--- src/rtl/mc_divider.sv ---
// Multicycle restoring divider: one quotient bit per cycle, signed or unsigned,
// with a busy flag and results held until the next operation completes.
module mc_divider #(
  parameter int DATA_WIDTH = 32
) (
  input  logic                  clock,
  input  logic                  reset,
  input  logic                  OP_div,
  input  logic                  OP_divu,
  input  logic [DATA_WIDTH-1:0] Dividend,
  input  logic [DATA_WIDTH-1:0] Divisor,
  output logic [DATA_WIDTH-1:0] Quotient,
  output logic [DATA_WIDTH-1:0] Remainder,
  output logic                  Stall
);

  localparam int CNT_W = $clog2(DATA_WIDTH) + 1;

  typedef enum logic [1:0] {IDLE, ITER, FIX} state_e;

  state_e                state_q;
  logic [CNT_W-1:0]      cnt_q;
  logic [DATA_WIDTH-1:0] rem_q;
  logic [DATA_WIDTH-1:0] dvd_q;
  logic [DATA_WIDTH-1:0] dvs_q;
  logic                  neg_quo_q;
  logic                  neg_rem_q;

  logic [DATA_WIDTH:0]   shift_d;
  logic [DATA_WIDTH:0]   diff_d;
  logic                  last_d;

  // Two's-complement magnitude; the most negative value maps to 2^(W-1) as unsigned.
  function automatic logic [DATA_WIDTH-1:0] abs_val(input logic signed [DATA_WIDTH-1:0] v);
    return v[DATA_WIDTH-1] ? $unsigned(-v) : $unsigned(v);
  endfunction

  function automatic logic [DATA_WIDTH-1:0] cond_neg(input logic [DATA_WIDTH-1:0] v,
                                                     input logic                  neg);
    return neg ? -v : v;
  endfunction

  // The W+1-bit difference borrows into its MSB exactly when the trial subtract fails.
  always_comb begin
    shift_d = {rem_q, dvd_q[DATA_WIDTH-1]};
    diff_d  = shift_d - {1'b0, dvs_q};
    last_d  = (cnt_q == CNT_W'(DATA_WIDTH - 1));
  end

  always_ff @(posedge clock or negedge reset) begin
    if (!reset) begin
      state_q   <= IDLE;
      cnt_q     <= '0;
      rem_q     <= '0;
      dvd_q     <= '0;
      dvs_q     <= '0;
      neg_quo_q <= 1'b0;
      neg_rem_q <= 1'b0;
      Quotient  <= '0;
      Remainder <= '0;
      Stall     <= 1'b0;
    end else begin
      case (state_q)
        IDLE: begin
          if (OP_div || OP_divu) begin
            dvd_q     <= OP_div ? abs_val(Dividend) : Dividend;
            dvs_q     <= OP_div ? abs_val(Divisor)  : Divisor;
            neg_quo_q <= OP_div & (Dividend[DATA_WIDTH-1] ^ Divisor[DATA_WIDTH-1]);
            neg_rem_q <= OP_div & Dividend[DATA_WIDTH-1];
            rem_q     <= '0;
            cnt_q     <= '0;
            Stall     <= 1'b1;
            state_q   <= ITER;
          end
        end
        ITER: begin
          rem_q <= diff_d[DATA_WIDTH] ? shift_d[DATA_WIDTH-1:0] : diff_d[DATA_WIDTH-1:0];
          dvd_q <= {dvd_q[DATA_WIDTH-2:0], ~diff_d[DATA_WIDTH]};
          cnt_q <= cnt_q + CNT_W'(1);
          if (last_d) state_q <= FIX;
        end
        FIX: begin
          Quotient  <= cond_neg(dvd_q, neg_quo_q);
          Remainder <= cond_neg(rem_q, neg_rem_q);
          Stall     <= 1'b0;
          state_q   <= IDLE;
        end
        default: state_q <= IDLE;
      endcase
    end
  end

endmodule

--- config.mk ---
export PLATFORM = sky130hd
export DESIGN_NAME = mc_divider
export DESIGN_NICKNAME = d
export VERILOG_FILES = /design/src/rtl/mc_divider.sv
export SDC_FILE = /design/constraint.sdc
export NUM_CORES = 1
export LEC_CHECK = 0
export CORE_ASPECT_RATIO = 2
export CORE_MARGIN = 4
export CORE_UTILIZATION = 35
export DETAILED_ROUTE_END_ITERATION = 6
export GPL_TIMING_DRIVEN = 1
export SLEW_MARGIN = 25
export SYNTH_ARGS = -nofsm -noshare
export SYNTH_HDL_FRONTEND = slang
export SYNTH_SLANG_ARGS = --single-unit
--- constraint.sdc ---
create_clock -name clock -period 4.2 [get_ports clock]
set_input_delay 1.26 -clock clock [delete_from_list [all_inputs] [get_ports clock]]
set_output_delay 1.26 -clock clock [all_outputs]
set_load 0.02 [all_outputs]
; ---- Word level (Yosys, flattened, before mapping)
; Index checks and enable logic that the tools add are counted.
; Widths: inputs -> output; s select.
[classes]
n_addsub = 6
n_eq_ne = 5
muxes = 18
n_bitwise = 4
n_reduce_logical = 8
[ops]
columns = operator, count
row1 = $mux 32, 9
row2 = $neg 32->32, 4
row3 = $pmux 32 s2, 2
row4 = $sub 33x32->33, 1
row5 = $pmux 6 s2, 1
row6 = $reduce_and 2->1, 4
row7 = $add 6x1->6 const B, 1
row8 = $eq 6x5->1 const B, 1
row9 = $mux 6, 1
row10 = $mux 2, 2
row11 = $ne 2x2->1 const B, 2
row12 = $pmux 2 s2, 1
row13 = $reduce_bool 2->1, 2
row14 = $and 1x1->1, 2
row15 = $eq 2x1->1 const B, 1
row16 = $eq 2x2->1 const B, 1
row17 = $logic_not 2->1, 1
row18 = $pmux 1 s2, 1
row19 = $logic_or 1x1->1, 1
row20 = $mux 1, 1
row21 = $not 1->1, 1
row22 = $xor 1x1->1, 1
[totals]
reg_bits = 171
input_bits = 68
output_inout_bits = 65
word_cells = 51

; ---- Depth between registers and ports, before layout
[logic_depth]
ltp_word = 5
ltp_mapped = 13
ltp_nobuf = 12

; ---- Worst setup path before layout
; Ideal clock, no wire load.
[synth_timing]
kind = in2reg
startpoint = input port Dividend[8]
endpoint = register dvd_q[29]
t_arrival_ps = 3795
setup_slack_ps = 274
stages = 9
path_buffers = 0
path_cell_list = or4_4 or3_4 or4_4 nor4_4 nand2_2 or4_4 nor4_4 mux2i_1 o21ai_1
[synth_between]
elab_chain_len = 5
[synth_lines]
columns = item, line
row1 = "start, declared", 10  ; input logic [DATA_WIDTH-1:0] Dividend,
row2 = $neg 32->32, 35  ; return v[DATA_WIDTH-1] ? $unsigned(-v) : $unsigned(v);
row3 = $mux 32, 35
row4 = $mux 32, 66  ; dvd_q <= OP_div ? abs_val(Dividend) : Dividend;
row5 = $mux 32, 65  ; if (OP_div || OP_divu) begin
row6 = $pmux 32 s2, 63  ; case (state_q)
row7 = "end signal, assigned", 66
row8 = "end signal, assigned", 78  ; dvd_q <= {dvd_q[DATA_WIDTH-2:0], ~diff_d[DATA_WIDTH]};
row9 = "end, declared", 24  ; logic [DATA_WIDTH-1:0] dvd_q;
; Every way passes these cells. The select of a mux whose other input is x is not followed.
; A chain may end at the register's enable or synchronous reset.

; ---- Final worst setup path
; Same ends and word-level chain as after synthesis.

==> results.sh <==
export IMPL_gp_congestion=0.9071
export IMPL_p_leak_nw=5.599
export IMPL_antenna_found_initial=0
export IMPL_synthesis_area_um2=10980
export IMPL_n_antenna_cell=0
export IMPL_stdcell_count=1855
export IMPL_clock_sinks=171
export IMPL_fin_crit_ns=4.065
export IMPL_die_h_um=258.5
export IMPL_h_tree_depth=4
export IMPL_synth_edff_count=0
export IMPL_cp_start_kind="input port"
export IMPL_setup_violations=0
export IMPL_post_place_ws_ns=-0.3345
export IMPL_post_cts_buffers=0
export IMPL_nets=1530
export IMPL_end_kind="flip-flop"
export IMPL_synth_cells=1296
export IMPL_dp_hpwl_mm=23.98
export IMPL_ys_types=59
export IMPL_core_region_area_um2=30860
export IMPL_path_cells="clkdlybuf4s50_1 > or4_4 > or3_4 > or4_4 > nor4_4 > nand2_2 > or4_4 > nor4_4 > mux2i_1 > o21ai_1"
export IMPL_final_setup_worst_slack_ns=0.1353
export IMPL_synth_area_leaders="dfrtp_1 (39%), o21ai_0 (9.4%), xor2_1 (8.1%)"
export IMPL_crit_fanout=3
export IMPL_clk_path_buf_depth=2
export IMPL_wirelength_mm=30.50
export IMPL_first_iter_violations=630
export IMPL_die_w_um=133.3
export IMPL_portBuffers=132
export IMPL_dpl_cell_area_um2=12960
export IMPL_holdWs_ns=0.4744
export IMPL_seq_area_um2=4280
export IMPL_postRouteAntennaNets=0
export IMPL_crit_path_frequent_cell="or4_4"
export IMPL_async_flop_share_pct=100.0
export IMPL_grt_start_max_net_pins=86
export IMPL_multiInputGateArea_um2=6337
export IMPL_groute_usage_overall_pct=18.05
export IMPL_clkTransAtPathRegs_ns=0.07
export IMPL_min_path_type="reg2reg"
export IMPL_hold_buffers=0
export IMPL_dp_cells=1823
export IMPL_grt_pass1_vias=9820
export IMPL_rsz0062_at_grt="no"
export IMPL_clkLatencyLatePin_ns=0.44
export IMPL_cts_resized=0
export IMPL_rows=91
export IMPL_synth_top_area_share_pct=38.97
export IMPL_cpPeakStageDelay_ns=0.58
export IMPL_peakVddDrop_v=0.0004870
export IMPL_dr_pass1_iters=5
export IMPL_cp_arrival_ns=4.38
export IMPL_fill_cells=3038
export IMPL_tightestPinTransition_ns=0.7564
export IMPL_required_ns=4.52
export IMPL_layout_commonest_cell="o21ai_0"
export IMPL_synth_ff_type="dfrtp_1"
export IMPL_wl_per_cell_um=16.44
export IMPL_cap_violations=0
export IMPL_critPathKind="in2reg"
export IMPL_drc_errors=0
export IMPL_yosysSeqAreaShare_pct=38.97
export IMPL_crit_slowest_cell="or4_4"
export IMPL_cts_root_buf="clkbuf_16"
export IMPL_yosysTopAreaCell="dfrtp_1"
export IMPL_most_common_layout_cells="o21ai_0 (206), nand2_1 (201), dfrtp_1 (170), clkdlybuf4s50_1 (131), xor2_1 (101)"
export IMPL_hold_viol_final=0
export IMPL_post_drt_via_cell_ratio=5.235
export IMPL_clock_skew_final_ns=0.01056
export IMPL_syn2layout_area_growth_pct=23.78
export IMPL_initial_utilization_pct=35.59
export IMPL_outcome="finished, final reports clean"
export IMPL_grt_pass1_wl_mm=50.20
export IMPL_slew_viol_final=0
export IMPL_fmax_mhz=246.0
export IMPL_grt_remaining_overflow=0
export IMPL_syn_nets=1402
export IMPL_powerDensity_nw_per_um2=770.7
export IMPL_avgSynthCellArea_um2=8.474
export IMPL_finalPower_mw=10.48
export IMPL_slew_headroom_pct=49.54
export IMPL_dr_total_vias=9711
export IMPL_ys_ff_latch=171
export IMPL_cts_buffers=17
export IMPL_post_route_period_util_pct=96.78
export IMPL_drive_gt1_share_pct=6.750
export IMPL_cts_tree="done"
export IMPL_ys_warn_count=0
export IMPL_finalInstanceArea_um2=13590
export IMPL_io_pins=133
export IMPL_die_area_um2=34450
[sequential cells by signal (all words and copies together), names as in the netlist]
name       cells
Quotient      32
Remainder     32
Stall          1
cnt_q          6
dvd_q         32
dvs_q         32
neg_quo_q      1
neg_rem_q      1
rem_q         32
state_q        2
[cells by family (layout without fill, tap and decap cells)]
kind of cell / after synthesis / count (layout) / synth area share [%]
buffers and inverters: 108 / 249 / 3.703
muxes: 20 / 20 / 1.868
adders and majority gates: 38 / 38 / 4.398
AOI/OAI and AO/OA: 421 / 421 / 22.81
DFF: 171 / 171 / 38.97
and+or+nand+nor: 397 / 397 / 17.01
xor gates and xnor gates: 141 / 141 / 11.25
[Yosys cell counts (all sizes together) (4+ instances only)]
library cell / count
a21o: 14
nand4: 4
buf: 4
nor4: 16
nand2: 202
a22oi: 29
xor2: 101
or3: 19
and2: 8
nor2: 59
clkbuf: 61
nor3: 19
o31ai: 27
or4: 13
o41ai: 16
nand3: 21
a21oi: 68
mux2i: 16
dfrtp: 171
ha: 37
a31oi: 10
xnor2: 40
nand2b: 17
a22o: 5
o21ai: 214
a32o: 4
inv: 43
o21a: 5
nor2b: 7
mux2: 4
a32oi: 4
a211oi: 7
[routing by layer]
| layer | track usage [%] | share of wire, % | up-vias |
|---|---|---|---|
| met5 | 0 | 0 | - |
| met4 | 8.352 | 4.4 | 0 |
| met3 | 2.642 | 3.0 | 75 |
| met2 | 34.49 | 55 | 259 |
| met1 | 19.21 | 37 | 4503 |
| li1 | - | - | 4874 |
[where the power goes]
part           total (mW)  switching (mW)  internal, mW
logic                5.89            3.31          2.58
registers            2.88           0.689          2.19
clock network        1.70           0.673          1.03
total                10.5            4.67          5.80
[critical path, delay by kind of cell]
family	cells	cell delay, ns
AND/OR/NAND/NOR	7	2.40
buffers and inverters	1	0.42
multiplexers	1	0.22
AO/OA/AOI/OAI	1	0.07
[final cells by class]
type,count,share of cell area (%)
Timing Repair Buffer,174,12.23
Inverter,43,1.187
Clock inverter,10,1.206
Tap cell,418,3.848
Multi-Input combinational cell,1017,46.62
Clock buffer,22,3.415
Sequential cell,171,31.49
[per-stage QoR]
stage | util, % | setup TNS [ns]
after floorplan | - | 0
after global routing | 44.05 | 0
after CTS | 44.05 | 0
after global placement | 42.01 | -0.7962
after detailed placement | 42.01 | -1.003
final | 44.05 | 0
[worst paths after layout]
kind / end / from / slack (ns) / depth (start not counted)
max: dvd_q[29] / Dividend[8] / 0.14 / 10
min: Quotient[10] / Quotient[10] / 0.47 / 2
max reg2reg: rem_q[26] / dvd_q[31] / 0.60 / 12
min reg2reg: Quotient[10] / Quotient[10] / 0.47 / 2
max in group asynchronous: dvs_q[27] / reset / 2.50 / 2
min in group asynchronous: Remainder[7] / reset / 0.81 / 1
Power figures use the tool's default switching activity.
